==> config.mk <==
export PLATFORM = sky130hd
export DESIGN_NAME = wb_pipe_slice
export DESIGN_NICKNAME = d
export VERILOG_FILES = /design/src/rtl/wb_pipe_slice_pkg.sv /design/src/rtl/wb_slice_entry.sv /design/src/rtl/wb_pipe_slice.sv
export SDC_FILE = /design/constraint.sdc
export NUM_CORES = 1
export LEC_CHECK = 0
export CAP_MARGIN = 10
export CORE_UTILIZATION = 50
export CTS_CLUSTER_DIAMETER = 120
export CTS_CLUSTER_SIZE = 24
export DETAILED_ROUTE_END_ITERATION = 8
export DONT_BUFFER_PORTS = 1
export HOLD_SLACK_MARGIN = 0.06
export PLACE_DENSITY = 0.71
export SYNTH_ARGS = -nofsm -noshare
export SYNTH_HDL_FRONTEND = slang
export SYNTH_SLANG_ARGS = --single-unit
==> constraint.sdc <==
create_clock -name clk -period 1.9 [get_ports clk]
set_clock_uncertainty 0.15 [all_clocks]
set_input_delay 0.285 -clock clk [delete_from_list [all_inputs] [get_ports clk]]
set_output_delay 0.285 -clock clk [all_outputs]
set_load 0.05 [all_outputs]
==> src/rtl/wb_pipe_slice_pkg.sv <==
// wb_pipe_slice_pkg: channel indices and default widths shared by the write-back slice.
package wb_pipe_slice_pkg;
  localparam int CH_GPR     = 0;
  localparam int CH_HILO    = 1;
  localparam int CH_LLBIT   = 2;
  localparam int CH_CP0     = 3;
  localparam int DEF_NUM_CH = 4;
  localparam int DEF_DATA_W = 32;
  localparam int DEF_PC_W   = 32;
endpackage

==> src/rtl/wb_slice_entry.sv <==
// wb_slice_entry: one held pipeline entry (valid, write enables, payloads, pc).
module wb_slice_entry
  import wb_pipe_slice_pkg::*;
#(
  parameter int DATA_W = DEF_DATA_W,
  parameter int NUM_CH = DEF_NUM_CH,
  parameter int PC_W   = DEF_PC_W
) (
  input  logic                     clk,
  input  logic                     rst,
  input  logic                     clr,
  input  logic                     load,
  input  logic [NUM_CH-1:0]        d_we,
  input  logic [NUM_CH*DATA_W-1:0] d_data,
  input  logic [PC_W-1:0]          d_pc,
  output logic                     valid,
  output logic [NUM_CH-1:0]        we,
  output logic [NUM_CH*DATA_W-1:0] data,
  output logic [PC_W-1:0]          pc
);
  // clear zeroes the payload so an empty entry drives a clean bubble; pc stays sticky
  always_ff @(posedge clk or negedge rst) begin
    if (!rst) begin
      valid <= 1'b0;
      we    <= '0;
      data  <= '0;
      pc    <= '0;
    end else if (clr) begin
      valid <= 1'b0;
      we    <= '0;
      data  <= '0;
    end else if (load) begin
      valid <= 1'b1;
      we    <= d_we;
      data  <= d_data;
      pc    <= d_pc;
    end
  end
endmodule

==> src/rtl/wb_pipe_slice.sv <==
// wb_pipe_slice: memory-to-write-back pipeline register with valid/ready, optional skid entry and stall counter.
module wb_pipe_slice
  import wb_pipe_slice_pkg::*;
#(
  parameter int DATA_W = DEF_DATA_W,
  parameter int NUM_CH = DEF_NUM_CH,
  parameter int PC_W   = DEF_PC_W,
  parameter bit SKID   = 1'b1,
  parameter int CNT_W  = 16
) (
  input  logic                     clk,
  input  logic                     rst,
  input  logic                     flush,
  input  logic                     in_valid,
  output logic                     in_ready,
  input  logic [NUM_CH-1:0]        in_we,
  input  logic [NUM_CH*DATA_W-1:0] in_data,
  input  logic [PC_W-1:0]          in_pc,
  output logic                     out_valid,
  input  logic                     out_ready,
  output logic [NUM_CH-1:0]        out_we,
  output logic [NUM_CH*DATA_W-1:0] out_data,
  output logic [PC_W-1:0]          out_pc,
  output logic [CNT_W-1:0]         stall_cnt
);
  logic                     s_valid;
  logic [NUM_CH-1:0]        s_we;
  logic [NUM_CH*DATA_W-1:0] s_data;
  logic [PC_W-1:0]          s_pc;
  logic acc, ret, m_load_s, m_load_in, s_load, m_clr, s_clr;
  always_comb begin
    in_ready  = SKID ? !s_valid : (!out_valid || out_ready);
    acc       = in_valid && in_ready;
    ret       = out_valid && out_ready;
    m_load_s  = ret && s_valid;
    m_load_in = acc && (!out_valid || ret);
    s_load    = acc && out_valid && !ret;
    m_clr     = flush || (ret && !m_load_s && !m_load_in);
    s_clr     = flush || m_load_s;
  end
  wb_slice_entry #(.DATA_W(DATA_W), .NUM_CH(NUM_CH), .PC_W(PC_W)) u_main (
    .clk   (clk),
    .rst   (rst),
    .clr   (m_clr),
    .load  (m_load_s || m_load_in),
    .d_we  (m_load_s ? s_we : in_we),
    .d_data(m_load_s ? s_data : in_data),
    .d_pc  (m_load_s ? s_pc : in_pc),
    .valid (out_valid),
    .we    (out_we),
    .data  (out_data),
    .pc    (out_pc)
  );
  if (SKID) begin : g_skid
    wb_slice_entry #(.DATA_W(DATA_W), .NUM_CH(NUM_CH), .PC_W(PC_W)) u_skid (
      .clk   (clk),
      .rst   (rst),
      .clr   (s_clr),
      .load  (s_load),
      .d_we  (in_we),
      .d_data(in_data),
      .d_pc  (in_pc),
      .valid (s_valid),
      .we    (s_we),
      .data  (s_data),
      .pc    (s_pc)
    );
  end else begin : g_noskid
    assign s_valid = 1'b0;
    assign s_we    = '0;
    assign s_data  = '0;
    assign s_pc    = '0;
  end
  always_ff @(posedge clk or negedge rst) begin
    if (!rst) stall_cnt <= '0;
    else if (out_valid && !out_ready && stall_cnt != '1) stall_cnt <= stall_cnt + 1'b1;
  end
endmodule

==> impl_metrics.env, run 1 <==
export IMPL_wl_mm=35.7
export IMPL_place_hpwl_mm=21.0
export IMPL_rsz0062_at_grt="true"
export IMPL_start_kind="flip-flop"
export IMPL_crit_path_cell_trace="nand2b_2 -> buf_4 -> a211o_4 -> buf_12 -> o21ai_0"
export IMPL_status="finished with violations"
export IMPL_grt_pass1_vias=10374
export IMPL_cp_depth=5
export IMPL_worst_slew_pin_slew_ns=0.885
export IMPL_placed_cell_area_um2=15000
export IMPL_syn_cell_area_um2=14200
export IMPL_layout_min_cycle_time_ns=1.94
export IMPL_hp_class="input port to async pin"
export IMPL_antenna_found_initial=0
export IMPL_synth_top_area_share=0.612
export IMPL_clockBufferDepth=3
export IMPL_r2r_start="g_skid.u_skid.valid"
export IMPL_clock_sinks=346
export IMPL_crit_fanout=115
export IMPL_layout_nets=1492
export IMPL_synth_ff_type="dfrtp_1"
export IMPL_synth_area_leaders="dfrtp_1 61%, mux2i_1 12%, a22o_1 8.2%"
export IMPL_avgSynthCellArea_um2=12.2
export IMPL_gp_routability_congestion=0.790
export IMPL_crit_type="flip-flop to flip-flop"
export IMPL_drt_wirelength_per_cell_um=21.0
export IMPL_final_common_cell="dfrtp_1"
export IMPL_dieArea_um2=29000
export IMPL_ant_nets=0
export IMPL_start_util=0.509
export IMPL_setup_ws_ns=-0.0400
export IMPL_setup_viol=25
export IMPL_cp_top_family="compound AO/OA/AOI/OAI gates"
export IMPL_yosysWarnings=0
export IMPL_dp_slack_ns=0.0645
export IMPL_post_route_period_util=1.02
export IMPL_overflow=0
export IMPL_grt_pass1_wl_mm=55.3
export IMPL_grt_usage=0.238
export IMPL_portBuffers=0
export IMPL_relSlewSlack=0.410
export IMPL_required_ns=2.18
export IMPL_dieWidth_um=170
export IMPL_ctsHoldBuffers=168
export IMPL_critPathArrivalTime_ns=2.22
export IMPL_cts_root_buf="clkbuf_16"
export IMPL_io_pins=351
export IMPL_startpoint="g_skid.u_skid.valid"
export IMPL_maxCapViolCount=0
export IMPL_power_density_nw_per_um2=906
export IMPL_drc=0
export IMPL_drt_iter0_drc=757
export IMPL_first_pass_iters=5
export IMPL_yosys_area_top_type="dfrtp_1"
export IMPL_clk_latency_ns=0.52
export IMPL_h_tree_depth=1
export IMPL_routed_via_density=5.82
export IMPL_synth_cell_types=34
export IMPL_grt_max_degree=347
export IMPL_dr_total_vias=9915
export IMPL_violations="negative hold slack, negative setup slack"
export IMPL_fmax_mhz=515
export IMPL_cts_tree="yes"
export IMPL_reg2reg_depth=5
export IMPL_drive_gt1_frac=0.105
export IMPL_path_buf_inv=2
export IMPL_maxSlewViolCount=0
export IMPL_worst_hold_slack_ns=-0.698
export IMPL_ys_seq_area_frac=0.612
export IMPL_max_stage_delay_ns=0.39
export IMPL_max_vdd_ir_drop_uv=676
export IMPL_finalInstanceArea_um2=17200
export IMPL_fp_dieH_um=170
export IMPL_path_clk_slew_ns=0.10
export IMPL_cpMaxStageDelayCell="dfrtp_1"
export IMPL_cts_made_buffers=18
export IMPL_p_leak_nw=8.85
export IMPL_synth_edf_count=0
export IMPL_coreArea_um2=27800
export IMPL_async_reset_ff_frac=1.00
export IMPL_ys_ff_latch=346
export IMPL_cp_end_kind="flip-flop"
export IMPL_hold_viol_final=346
export IMPL_final_cell_mix="339 x dfrtp_1, 172 x nand2_1, 168 x dlygate4sd3_1, 166 x mux2i_1, 132 x a22o_1"
export IMPL_area_growth_pct=21.8
export IMPL_syn_nets=1331
export IMPL_rows=61
export IMPL_synth_cells=1161
[Yosys cell counts, types with 4 or more instances]
| master | instances |
|---|---|
| a21oi_1 | 5 |
| buf_1 | 8 |
| mux2i_1 | 166 |
| o21ai_1 | 33 |
| o21ai_0 | 133 |
| xnor2_1 | 6 |
| buf_2 | 39 |
| mux2_2 | 34 |
| nand3_1 | 5 |
| dfrtp_1 | 346 |
| nand2_1 | 172 |
| nand4_1 | 4 |
| xor2_1 | 6 |
| clkbuf_1 | 37 |
| inv_1 | 4 |
| and3_1 | 6 |
| a22o_1 | 132 |
[registers in the layout, indices dropped and copies added, names as in the netlist]
name                 cells
g_skid.u_skid.data     128
u_main.data            128
g_skid.u_skid.pc        32
u_main.pc               32
stall_cnt               16
g_skid.u_skid.we         4
u_main.we                4
g_skid.u_skid.valid      1
u_main.valid             1
[metrics by stage]
| step | std cells | util | power [mW] | setup TNS [ns] |
|---|---|---|---|---|
| 3_5_place_dp | 1506 | 0.538 | 11.2 | 0 |
| 6_report | 1703 | 0.620 | 15.6 | -0.358 |
| 3_3_place_gp | 1506 | 0.538 | 11.1 | 0 |
| 4_1_cts | 1695 | 0.617 | 15.7 | 0 |
| 5_1_grt | 1701 | 0.620 | 16.2 | -1.26 |
| 2_1_floorplan | 1161 | - | 10.7 | -1.02 |
[what timing repair did]
action                                 4_1_cts  5_1_grt
endpoints found under the hold margin      685      346
buffers inserted                             0        3
resized for setup                            0       19
setup endpoints to repair                    0       85
[area by class of cell]
class                      instances  area (um^2)
inverter                           4         18.8
tap                              378          473
multi-input combinational        724         5150
sequential                       346         8670
antenna                            2         5.00
clock inverter                     1         16.3
clock buffer                      20          479
fill                            2127        10500
timing repair buffer             228         2420
[routing by layer]
metal	up-vias	wire, um	track usage
met5	-	0	0
met3	57	3070	0.0679
met2	360	17300	0.399
met1	5063	14500	0.301
li1	4435	-	-
met4	0	752	0.0674
[kinds of logic (layout without fill, tap and decap cells)]
logic type                 after synthesis  after routing  share of synthesized area
adders and majority gates                1              1                   0.000884
other                                    0              2                          0
xor gates and xnor gates                12             12                    0.00743
DFF                                    346            346                      0.612
and+or+nand+nor                        204            204                     0.0619
muxes                                  200            200                      0.144
buffers and inverters                   91            253                     0.0292
AOI/OAI and AO/OA                      307            307                      0.144
[power by group]
group,internal (mW),total (mW),switching (mW)
Combinational,0.879,1.82,0.939
Sequential,7.98,9.62,1.65
Clock,1.82,4.18,2.35
[path summary, 6_finish.rpt]
kind	to	slack, ns
min reg2reg	g_skid.u_skid.data[45]	0.36
max	u_main.data[89]	-0.04
min in group clk	u_main.data[8]	0.19
max reg2reg	u_main.data[89]	-0.04
max in group asynchronous	u_main.data[28]	1.56
min	g_skid.u_skid.data[110]	-0.70
Power figures use the tool's default switching activity.
==> inputs of run 2 (changes only) <==
- ABC_AREA: default -> 1
==> impl_metrics.env, run 2 <==
export IMPL_cp_top_family="buffers and inverters"
export IMPL_setup_viol=0
export IMPL_placed_cell_area_um2=15800
export IMPL_crit_path_cell_trace="nand2_2 -> nor2_4 -> buf_4 -> a21oi_4 -> inv_2 -> nand2_8 -> buf_16 -> o21ai_0"
export IMPL_relSlewSlack=0.609
export IMPL_p_int_mw=11.0
export IMPL_cts_root_buf="clkbuf_16"
export IMPL_cts_tree="yes"
export IMPL_maxCapViolCount=0
export IMPL_gp_routability_congestion=0.866
export IMPL_critPathArrivalTime_ns=2.13
export IMPL_dieWidth_um=177
export IMPL_first_pass_iters=5
export IMPL_clockBufferDepth=3
export IMPL_async_reset_ff_frac=1.00
export IMPL_layout_min_cycle_time_ns=1.86
export IMPL_crit_fanout=31
export IMPL_synth_most_common_cell="nand2_1"
export IMPL_wl_mm=42.9
export IMPL_combPwrFrac=0.158
export IMPL_worst_slew_pin_slew_ns=0.587
export IMPL_reg2reg_depth=8
export IMPL_crit_type="flip-flop to flip-flop"
export IMPL_overflow=0
export IMPL_final_cell_mix="423 x nand2_1, 343 x dfrtp_1, 290 x o21ai_0, 175 x inv_1, 168 x dlygate4sd3_1"
export IMPL_rsz0062_at_grt="true"
export IMPL_ctsHoldBuffers=168
export IMPL_switching_share=0.340
export IMPL_cpMaxStageDelayCell="dfrtp_2"
export IMPL_hold_viol_final=346
export IMPL_portBuffers=0
export IMPL_finalInstanceArea_um2=18700
export IMPL_start_kind="flip-flop"
export IMPL_antenna_found_initial=3
export IMPL_grt_pass1_vias=12206
export IMPL_coreArea_um2=29900
export IMPL_final_common_cell="nand2_1"
export IMPL_grt_max_degree=347
export IMPL_ff2ff_setup_slack_ns=0.04
export IMPL_r2r_end="u_main.data[16]"
export IMPL_start_util=0.513
export IMPL_cp_depth=8
export IMPL_synth_ff_type="dfrtp_1"
export IMPL_synth_cell_types=26
export IMPL_violations="negative hold slack"
export IMPL_synth_top_cells_by_count="425 x nand2_1, 346 x dfrtp_1, 295 x o21ai_0"
export IMPL_synth_edf_count=0
export IMPL_synth_cells=1761
export IMPL_clk_latency_ns=0.52
export IMPL_fp_dieH_um=177
export IMPL_hp_class="input port to async pin"
export IMPL_max_stage_delay_ns=0.40
export IMPL_synth_top_area_share=0.565
export IMPL_dieArea_um2=31400
export IMPL_layout_nets=2077
export IMPL_clockPowerShare=0.250
export IMPL_h_tree_depth=1
export IMPL_post_route_period_util=0.977
export IMPL_dr_total_vias=12802
export IMPL_rows=63
export IMPL_top_regs="g_skid.u_skid.data (128), u_main.data (128)"
export IMPL_maxSlewViolCount=0
export IMPL_p_leak_nw=8.75
export IMPL_ant_nets=0
export IMPL_io_pins=351
export IMPL_status="finished with violations"
export IMPL_power_density_nw_per_um2=896
export IMPL_required_ns=2.17
export IMPL_final_util=0.625
export IMPL_routed_via_density=5.56
export IMPL_place_hpwl_mm=23.7
export IMPL_area_growth_pct=21.9
export IMPL_drt_iter0_drc=1149
export IMPL_path_clk_slew_ns=0.10
export IMPL_r2r_start="u_main.valid"
export IMPL_drt_wirelength_per_cell_um=18.6
export IMPL_yosys_area_top_type="dfrtp_1"
export IMPL_p_sw_mw=5.70
export IMPL_cp_end_kind="flip-flop"
export IMPL_fmax_mhz=539
export IMPL_max_vdd_ir_drop_uv=703
export IMPL_path_buf_inv=3
export IMPL_syn_nets=1931
export IMPL_drc=0
export IMPL_avgSynthCellArea_um2=8.71
export IMPL_grt_pass1_wl_mm=61.9
export IMPL_synth_area_leaders="dfrtp_1 56%, nand2_1 10%, o21ai_0 9.6%"
export IMPL_ys_seq_area_frac=0.565
export IMPL_ys_ff_latch=346
export IMPL_clock_sinks=346
export IMPL_grt_usage=0.241
export IMPL_seqPwrFrac=0.591
export IMPL_syn_cell_area_um2=15300
export IMPL_cts_made_buffers=18
export IMPL_drive_gt1_frac=0.0660
export IMPL_yosysWarnings=0
export IMPL_worst_hold_slack_ns=-0.685
## run 2: cell families after synthesis
group                    after synthesis  share of synthesized area
adder cells (fa/ha/maj)                1                   0.000816
AO/OA/AOI/OAI                        499                      0.185
flip-flops                           346                      0.565
AND/OR/NAND/NOR                      609                      0.164
buffers and inverters                301                     0.0829
XOR/XNOR                               5                    0.00286
## run 2: layout make-up
| class | count | area [um^2] |
|---|---|---|
| diodes | 3 | 7.51 |
| clock buffers | 21 | 483 |
| clock inverters | 1 | 16.3 |
| fillers | 2341 | 11200 |
| inverters | 179 | 682 |
| multi-input cells | 1115 | 5500 |
| flip-flops and latches | 346 | 8660 |
| well taps | 390 | 488 |
| repair buffers | 247 | 2840 |
## run 2: worst register-to-register path, stage by stage, from the launching register on
cell and delay [ns]:
dfrtp_2 0.40, nand2_2 0.08, nor2_4 0.19, buf_4 0.16, a21oi_4 0.04, inv_2 0.15, nand2_8 0.14, buf_16 0.21
o21ai_0 0.24
## run 2: repair_timing
item | 4_1_cts | 5_1_grt
hold endpoints to repair | 676 | 346
resized for setup | 0 | 41
buffers inserted | 0 | 12
setup endpoints to repair | 0 | 155
## run 2: stage by stage
step / worst slack, ns / hold slack, ns / power, mW / setup TNS [ns] / instances
2_1_floorplan: 0.0614 / -0.161 / 11.4 / 0 / 1761
3_5_place_dp: 0.0467 / -0.152 / 12.0 / 0 / 2077
6_report: 0.0439 / -0.685 / 16.7 / 0 / 2302
5_1_grt: -0.0421 / -0.724 / 17.5 / -0.240 / 2301
4_1_cts: 0.0175 / -0.716 / 16.6 / 0 / 2267
3_3_place_gp: 0.120 / -0.152 / 11.9 / 0 / 2077
## run 2: routing by layer
metal	track usage	vias to the layer above	wire length (um)	share of wire
met3	0.0606	74	3650	0.085
met2	0.393	492	20200	0.47
met1	0.317	6237	18100	0.42
li1	-	5999	-	-
met5	0	-	0	0
met4	0.0679	0	965	0.023
## run 2: worst max path at each step
| stage | from | to |
|---|---|---|
| 2_1_floorplan | stall_cnt[9] | stall_cnt[9] |
| 3_3_place_gp | u_main.valid | g_skid.u_skid.pc[16] |
| 3_5_place_dp | u_main.valid | u_main.data[16] |
| 4_1_cts | u_main.valid | u_main.data[16] |
| 5_1_grt | u_main.valid | g_skid.u_skid.pc[30] |
| 6_report | u_main.valid | u_main.data[16] |
## run 2: power by group through the flow
stage	Combinational, mW	Clock (mW)	Sequential, mW
floorplan	1.29	0	10.1
detailed placement	1.99	0	10.0
global route	2.92	4.59	9.99
CTS	2.32	4.34	9.90
global placement	1.91	0	10.0
finish	2.65	4.19	9.90
